[src/rtl/boreal_mailbox_phaseb.sv]
// Phase-B request/response mailbox between the decision VM and the policy executor.
// Optional nonce check of response word 4 against request word 7: define BOREAL_MB_NONCE_CHECK_EN.
module boreal_mailbox_phaseb #(
   parameter int unsigned TIMEOUT_CYCLES = 1024,
   parameter logic [31:0] TIMEOUT_CODE   = 32'hDEAD_0001
) (
   input  logic        clk,
   input  logic        rst,
   input  logic        vm_req_we,
   input  logic [3:0]  vm_req_widx,
   input  logic [31:0] vm_req_wdata,
   input  logic        vm_req_valid_set,
   output logic        vm_resp_valid,
   output logic [31:0] vm_resp_w0,
   output logic [31:0] vm_resp_w1,
   output logic [31:0] vm_resp_w2,
   output logic [31:0] vm_resp_w3,
   output logic [31:0] vm_resp_w4,
   input  logic        vm_resp_ack,
   output logic        exec_req_valid,
   input  logic        exec_req_ready,
   output logic [31:0] exec_req_word,
   output logic        exec_req_last,
   input  logic        exec_resp_valid,
   output logic        exec_resp_ready,
   input  logic [31:0] exec_resp_word,
   input  logic        exec_resp_last,
   output logic        busy,
   output logic [3:0]  status
);

   localparam int unsigned DW         = 32;
   localparam int unsigned REQ_WORDS  = 8;
   localparam int unsigned RESP_WORDS = 5;
   localparam int unsigned CNT_W      = (TIMEOUT_CYCLES > 0) ? $clog2(TIMEOUT_CYCLES + 1) : 1;
`ifdef BOREAL_MB_NONCE_CHECK_EN
   localparam logic [31:0] NONCE_ERR_CODE = 32'hDEAD_0002;
`endif

   typedef enum logic [1:0] {IDLE, SEND, WAIT_RESP, RESP_READY} state_e;

   state_e           state_q, state_d;
   logic [DW-1:0]    req_q  [REQ_WORDS];
   logic [DW-1:0]    req_d  [REQ_WORDS];
   logic [DW-1:0]    resp_q [RESP_WORDS];
   logic [DW-1:0]    resp_d [RESP_WORDS];
   logic [2:0]       send_idx_q, send_idx_d;
   logic [2:0]       rcv_idx_q, rcv_idx_d;
   logic [CNT_W-1:0] idle_cnt_q, idle_cnt_d;
   logic [3:0]       status_q, status_d;
   logic             req_valid_q, req_valid_d;
   logic [DW-1:0]    req_word_q, req_word_d;
   logic             req_last_q, req_last_d;
   logic             resp_ready_q, resp_ready_d;
   logic             resp_valid_q, resp_valid_d;
   logic             busy_q, busy_d;

   // State and datapath registers; every output is a flop so reset clears it asynchronously.
   always_ff @(posedge clk or posedge rst) begin
      if (rst) begin
         state_q      <= IDLE;
         req_q        <= '{default: '0};
         resp_q       <= '{default: '0};
         send_idx_q   <= '0;
         rcv_idx_q    <= '0;
         idle_cnt_q   <= '0;
         status_q     <= '0;
         req_valid_q  <= 1'b0;
         req_word_q   <= '0;
         req_last_q   <= 1'b0;
         resp_ready_q <= 1'b0;
         resp_valid_q <= 1'b0;
         busy_q       <= 1'b0;
      end else begin
         state_q      <= state_d;
         req_q        <= req_d;
         resp_q       <= resp_d;
         send_idx_q   <= send_idx_d;
         rcv_idx_q    <= rcv_idx_d;
         idle_cnt_q   <= idle_cnt_d;
         status_q     <= status_d;
         req_valid_q  <= req_valid_d;
         req_word_q   <= req_word_d;
         req_last_q   <= req_last_d;
         resp_ready_q <= resp_ready_d;
         resp_valid_q <= resp_valid_d;
         busy_q       <= busy_d;
      end
   end

   always_comb begin
      state_d    = state_q;
      req_d      = req_q;
      resp_d     = resp_q;
      send_idx_d = send_idx_q;
      rcv_idx_d  = rcv_idx_q;
      idle_cnt_d = idle_cnt_q;
      status_d   = status_q;

      case (state_q)
         IDLE: begin
            if (vm_req_we && !vm_req_widx[3]) req_d[vm_req_widx[2:0]] = vm_req_wdata;
            if (vm_req_valid_set) begin
               state_d    = SEND;
               send_idx_d = '0;
            end
         end
         SEND: begin
            if (exec_req_ready) begin
               if (send_idx_q == 3'd7) begin
                  send_idx_d = '0;
                  rcv_idx_d  = '0;
                  idle_cnt_d = '0;
                  state_d    = WAIT_RESP;
               end else begin
                  send_idx_d = send_idx_q + 3'd1;
               end
            end
         end
         WAIT_RESP: begin
            if (exec_resp_valid) begin
               resp_d[rcv_idx_q] = exec_resp_word;
               rcv_idx_d         = rcv_idx_q + 3'd1;
               idle_cnt_d        = '0;
               if (rcv_idx_q == 3'd4 || exec_resp_last) begin
                  // Early last: zero the words the executor never sent.
                  if (rcv_idx_q != 3'd4) begin
                     status_d[1] = 1'b1;
                     for (int unsigned i = 0; i < RESP_WORDS; i++)
                        if (i > 32'(rcv_idx_q)) resp_d[i] = '0;
                  end
                  rcv_idx_d = '0;
                  state_d   = RESP_READY;
`ifdef BOREAL_MB_NONCE_CHECK_EN
                  if (resp_d[4] != req_q[7]) begin
                     status_d[3] = 1'b1;
                     resp_d[0]   = NONCE_ERR_CODE;
                  end
`endif
               end
            end else if (TIMEOUT_CYCLES != 0) begin
               idle_cnt_d = idle_cnt_q + CNT_W'(1);
               if (idle_cnt_d == CNT_W'(TIMEOUT_CYCLES)) begin
                  resp_d      = '{default: '0};
                  resp_d[0]   = TIMEOUT_CODE;
                  status_d[0] = 1'b1;
                  idle_cnt_d  = '0;
                  rcv_idx_d   = '0;
                  state_d     = RESP_READY;
               end
            end
         end
         RESP_READY: begin
            if (vm_resp_ack) state_d = IDLE;
         end
         default: state_d = IDLE;
      endcase

      // VM traffic outside IDLE is dropped but remembered.
      if (state_q != IDLE && (vm_req_we || vm_req_valid_set)) status_d[2] = 1'b1;
   end

   always_comb begin
      req_valid_d  = (state_d == SEND);
      req_word_d   = (state_d == SEND) ? req_d[send_idx_d] : '0;
      req_last_d   = (state_d == SEND) && (send_idx_d == 3'd7);
      resp_ready_d = (state_d == WAIT_RESP);
      resp_valid_d = (state_d == RESP_READY);
      busy_d       = (state_d != IDLE);
   end

   assign exec_req_valid  = req_valid_q;
   assign exec_req_word   = req_word_q;
   assign exec_req_last   = req_last_q;
   assign exec_resp_ready = resp_ready_q;
   assign vm_resp_valid   = resp_valid_q;
   assign busy            = busy_q;
   assign status          = status_q;
   assign vm_resp_w0      = resp_q[0];
   assign vm_resp_w1      = resp_q[1];
   assign vm_resp_w2      = resp_q[2];
   assign vm_resp_w3      = resp_q[3];
   assign vm_resp_w4      = resp_q[4];

endmodule

[config.mk]
export PLATFORM = sky130hd
export DESIGN_NAME = boreal_mailbox_phaseb
export DESIGN_NICKNAME = d
export VERILOG_FILES = /design/src/rtl/boreal_mailbox_phaseb.sv
export SDC_FILE = /design/constraint.sdc
export NUM_CORES = 1
export LEC_CHECK = 0
export CAP_MARGIN = 30
export CORE_MARGIN = 5
export CORE_UTILIZATION = 55
export CTS_CLUSTER_DIAMETER = 120
export DETAILED_ROUTE_END_ITERATION = 6
export GPL_ROUTABILITY_DRIVEN = 1
export PLACE_DENSITY = 0.8
export SLEW_MARGIN = 10
export SYNTH_ARGS = -nofsm -noshare
export SYNTH_HDL_FRONTEND = slang
export SYNTH_SLANG_ARGS = --single-unit
[constraint.sdc]
create_clock -name clk -period 18.2 [get_ports clk]
set_input_delay 3.64 -clock clk [delete_from_list [all_inputs] [get_ports clk]]
set_output_delay 3.64 -clock clk [all_outputs]
set_load 0.1 [all_outputs]
Word-level counts from Yosys, hierarchy flattened
Index checks and enable logic that the tools add are counted.
Word-level totals
  register bits after elaboration: 475
  input port bits: 76
  output and inout port bits: 201
  word-level logic and storage cells: 117
Operators by class
  add/subtract/negate cells: 3
  order comparisons: 9
  equal/unequal tests: 14
  multiplexer cells: 43
  bitwise operators: 4
  reductions and logical operators: 18
Operator list (count)
  two-way mux 256 bit: 2
  two-way mux 160 bit: 2
  two-way mux 32 bit: 9
  bitwise mux 256 bit: 1
  two-way mux 128 bit: 2
  demux 32 bit (select 3 bit): 2
  bitwise mux 160 bit: 1
  binary-select mux 32 bit (select 3 bit): 1
  two-way mux 11 bit: 4
  two-way mux 3 bit: 8
  one-hot mux 11 bit (2 select lines): 1
  two-way mux 2 bit: 7
  greater-or-equal comparator 4 bit, second input constant: 3
  NOT 3 -> 4 bit: 3
  one-hot mux 3 bit (2 select lines): 2
  adder 11 x 1 -> 11 bit, second input constant: 1
  equality test 11 bit, second input constant: 1
  equality test 3 bit, second input constant: 3
  equality test 2 bit, second input constant: 4
  < comparator 4 x 1 -> 1 bit, second input constant: 2
  one-hot mux 2 bit (4 select lines): 1
  AND reduction 4 bit: 2
  nonzero test 2 bit: 4
  adder 3 x 1 -> 3 bit, second input constant: 2
  other kinds (13): 23

Longest topological paths before layout
  depth in word-level cells: 12
  mapped depth: 11
  depth with buffers taken out: 9

Worst setup path after synthesis
OpenSTA, ideal clock, no wires.
  kind: input to register
  start point: input port vm_req_widx[2]
  end point: register req_word_q[10], in the netlist exec_req_word[10]
  library setup time: 124 ps
  arrival: 5423 ps
  required time: 18076 ps
  slack: 12653 ps
  stages on the path: 8
  path buffers: 2
  path through: or3b_1 -> buf_2 -> nor2_8 -> buf_2 -> mux2_2 -> o211ai_1 -> a21oi_1 -> o31a_1
RTL lines
  start, declared: line 10  | input logic [3:0] vm_req_widx,
  end signal, assigned: line 83  | req_word_q <= req_word_d;
  end, declared: line 52  | logic [DW-1:0] req_word_q, req_word_d;

Worst setup path after layout
  start point: input port exec_req_ready
  end point: register req_word_q[30], in the netlist exec_req_word[30]
On the way
  cells in the longest elaborated chain, start to end: 7
  elaborated cells on any way between the ends: 10
  those cells by class: 1 x eq/ne; 8 x mux; 1 x bitwise
Ends and longest elaborated chain
  start, declared: line 21  | input logic exec_req_ready,
  two-way mux 3 bit: line 109  | if (exec_req_ready) begin
  one-hot mux 3 bit (2 select lines): line 100  | case (state_q)
  NOT 3 -> 4 bit (not written as such): line 165  | req_word_d = (state_d == SEND) ? req_d[send_idx_d] : '0;
  binary-select mux 32 bit (select 3 bit): line 165
  two-way mux 32 bit (not written as such) (2 in series): line 165
  two-way mux 32 bit (*): line 165
  via req_word_d[30]: line 52
The timed path passes the listed nets; every way through them passes the cells marked *. The select of a mux whose other input is x is not followed.
A chain may end at the register's enable or synchronous reset.

==> out/results.md <==
| Parameter | Reported |
|---|---|
| Result of the run | complete, but fails checks |
| Violated checks | design-rule violations |
| Max stage delay cell, worst path | clkdlybuf4s50_1 |
| Reg-to-reg critical path endpoint | exec_req_word[30] |
| Detailed-placement wirelength estimate | 38.64 mm |
| Global-route wire length before repair | 95.52 mm |
| CTS tree | yes |
| Maximum number of pins on one net before global-route repair | 91 |
| Cell Area, Synth | 20860 sq um |
| Required time reported for the critical path endpoint | 18640 ps |
| Via count of the first global-routing pass | 16566 |
| Share of the clock period used by the worst path after layout | 0.3631 |
| Post-layout nets | 2079 |
| Post-CTS Hold Buffers | 0 |
| Area growth from synthesis to layout | 26.12% |
| Beginning of the worst register-to-register path | send_idx_q[0] |
| Slew Limit Fails | 0 |
| Most area-consuming cells after synthesis | dfrtp_1 57%, mux2_2 11%, a22o_1 4.1% |
| Number of port buffers | 275 |
| Sum Neg Setup Slack | 0 ps |
| Via density | 6.391 |
| Top-area cell type share of the netlist area | 0.5697 |
| Hold path endpoint | vm_resp_w0[15] |
| Post-synth net total | 1841 |
| Setup repair after global routing missed its margin | no |
| Clk network pwr share | 0.229 |
| Setup slack on the worst flop-to-flop path | 14390 ps |
| Min Tclk post-route | 6609 ps |
| Final number of setup-violating endpoints | 0 |
| Gpl congestion | 0.8244 |
| Cell with the most instances after synthesis | dfrtp_1 |
| Synth Flop Type | dfrtp_1 |
| Hold Path Class | flop to flop |
| Full die area | 41930 sq um |
| CTS Sinks | 475 |
| Layout Cell Area excl Fill | 26310 sq um |
| Max Freq | 0.1513 GHz |
| GRT Resource Usage Total | 0.2861 |
| Crit-path max FO | 53 |
| Normalized max-slew margin | 0.2969 |
| Placeable Area | 37580 sq um |
| Overall overflow remaining after global route | 0 |
| Worst-path cell chain | clkdlybuf4s50_1 > nor4b_1 > o21a_2 > buf_4 > nor2_2 > inv_1 > mux2_2 > a221oi_1 > a211oi_1 |
| IO Count | 277 |
| Placement-stage cell area | 24530 sq um |
| Count of distinct cell types in the synthesized netlist | 72 |
| Number of warnings issued by yosys | 0 |
| Combinational group share of total power | 0.446 |
| Transition time at the pin with the least slew margin | 1051 ps |
| GR Layer Usage met1 | 0.3807 |
| Proportion of total power due to net switching | 0.4234 |
| Buffer levels on the longest clock path | 3 |
| Power Density | 169.7 nW/um^2 |
| Library cell with the largest summed area after synthesis | dfrtp_1 |
| DRT antenna net count | 0 |
| Sort of element at the end of the critical path | flop |
| Average wire length per cell after detail routing | 24.09 um |
| Final core utilization | 0.7003 |
| Post-CTS Resized | 0 |
| Horiz. Die Dim | 204.8 um |
| Count of standard-cell rows | 71 |
| Internal power | 2.575 mW |
| Max-cap violations | 0 |
| Root Buffer | clkbuf_16 |
| Post-synth EDFFs | 0 |
| Worst vdd rail ir drop | 0.1743 mV |
| Initial standard-cell utilization of the core | 0.5552 |
| Fraction of final layout cells with drive strength greater than 1 | 0.1890 |
| Arrival time of the worst setup path | 7050 ps |
| Vias after detailed routing | 16297 |
| Static Leakage | 12.01 nW |
| Final-layout worst hold slack | 478.5 ps |
| Start point of the worst hold path | vm_resp_w0[15] |
| DIE HEIGHT | 204.8 um |
| Hold Path Stages | 2 |
| Most common library cells after synthesis | 475 x dfrtp_1, 199 x mux2_2, 112 x nand2_1 |
| Count of buffers added by post-CTS timing repair for setup | 0 |
| Launch point of the worst path | exec_req_ready |
| H-tree depth | 2 |
| Class of the most critical setup path | input port to flop |
| Depth of the most critical reg-to-reg path | 10 |
| Initial antenna violation count | 3 |
| Net switching power of the design | 1.891 mW |
| Drt first-iter violations | 1647 |
| Number of remaining DRC errors | 1 |
| Highest-utilization routing layer at the global route stage | met2 |
| Global-route met2 utilization | 0.4582 |
| Category of the worst setup path launch point | input port |
| Clock-pin slew reported for the worst setup and hold paths after clock tree synthesis | 60 ps |
| Average footprint of a synthesized cell | 11.86 sq um |
| Proportion of synthesized flip-flops having asynchronous set or reset | 1.000 |
| Number of CTS-inserted buffers | 49 |
| Delay of the slowest cell on the worst path | 620 ps |
| Number of hold violations in the final report | 0 |
| Power share of the sequential group | 0.324 |
| Fin Clk Skew | 33.25 ps |
| Sequential-to-total area share from yosys stat | 0.5697 |
| Post-Syn Instances | 1759 |
| Clk Latency, worst-skew pair | 610 ps |
| DRT Pass-1 Iters | 7 |
| Total wire length after detailed routing | 61.43 mm |
| Flops & latches, synth | 475 |
| Met3 track utilization from global routing | 0.05826 |
[cell families after synthesis]
logic type	share of synthesized area
AO/OA/AOI/OAI	0.1550
XOR/XNOR	0.001679
adder cells (fa/ha/maj)	0.003598
buffers and inverters	0.03796
flip-flops	0.5697
multiplexers	0.1443
other	0.0001797
AND/OR/NAND/NOR	0.08756
[per-stage QoR]
stage          power [mW]  cells  worst slack (ps)
3_5_place_dp        3.418   2451             11060
5_1_grt             4.654   2550             11430
2_1_floorplan       2.863   1759              1309
4_1_cts             4.452   2542             11680
3_3_place_gp        3.291   2427             11190
6_report            4.467   2550             11590
[state kept, by name, summed over array words and instances, names as in the netlist, 11 cells and up]
signal	flops
req_q	256
exec_req_word	32
vm_resp_w0	32
vm_resp_w1	32
vm_resp_w2	32
vm_resp_w3	32
vm_resp_w4	32
idle_cnt_q	11
[power groups by stage]
| stage | logic (mW) | clock network, mW | registers, mW |
|---|---|---|---|
| global placement | 1.84 | 0 | 1.45 |
| global route | 2.10 | 1.09 | 1.47 |
| detailed placement | 1.96 | 0 | 1.46 |
| floorplan | 0.858 | 0 | 2.00 |
| CTS | 1.97 | 1.03 | 1.45 |
| finish | 1.99 | 1.02 | 1.45 |
[layout by cell type (no fill, tap or decap), types with 6 or more instances in the layout]
| cell type | n |
|---|---|
| o31a_1 | 24 |
| nor2_1 | 99 |
| o22a_1 | 12 |
| mux2i_1 | 68 |
| o2111a_1 | 11 |
| o2111ai_1 | 36 |
| nor3_1 | 53 |
| clkinv_2 | 9 |
| mux2_2 | 199 |
| o221a_2 | 7 |
| inv_1 | 17 |
| dfrtp_1 | 475 |
| ha_1 | 6 |
| a22o_1 | 97 |
| clkbuf_8 | 14 |
| buf_4 | 40 |
| clkbuf_1 | 11 |
| mux2_1 | 8 |
| o211ai_1 | 37 |
| a21oi_1 | 27 |
| o21ai_0 | 76 |
| a211oi_1 | 8 |
| buf_16 | 24 |
| nor2b_1 | 6 |
| nand3_1 | 76 |
| a211o_1 | 11 |
| clkbuf_16 | 49 |
| o22ai_1 | 56 |
| clkdlybuf4s50_1 | 275 |
| nand2_1 | 112 |
[critical path, delay by kind of cell]
family / cells / cell delay [ps]
compound gates: 3 / 610
simple gates: 2 / 660
buf+inv: 3 / 1650
mux: 1 / 400
[cell type report]
class | count | area, sq um
Multi-Input combinational cell | 1106 | 8253
Antenna cell | 2 | 5.005
Tap cell | 511 | 639.4
Clock inverter | 17 | 187.7
Sequential cell | 475 | 11890
Timing Repair Buffer | 344 | 3796
Inverter | 21 | 86.33
Fill cell | 2545 | 11260
Clock buffer | 74 | 1460
[metal layers]
metal	wire length, um	share of wire	vias to the layer above
li1	-	-	6994
met1	24510	0.40	8312
met2	29710	0.48	809
met3	4620	0.075	180
met4	2576	0.042	2
met5	12	0.00020	-
[how the worst max path moves through the flow]
stage | to | slack, ps | depth (start not counted)
2_1_floorplan | busy | 1310 | 1
3_3_place_gp | exec_req_word[11] | 11190 | 8
3_5_place_dp | exec_req_word[5] | 11060 | 8
4_1_cts | exec_req_word[9] | 11680 | 8
5_1_grt | exec_req_word[30] | 11430 | 9
6_report | exec_req_word[30] | 11590 | 9
Power figures use the tool's default switching activity.
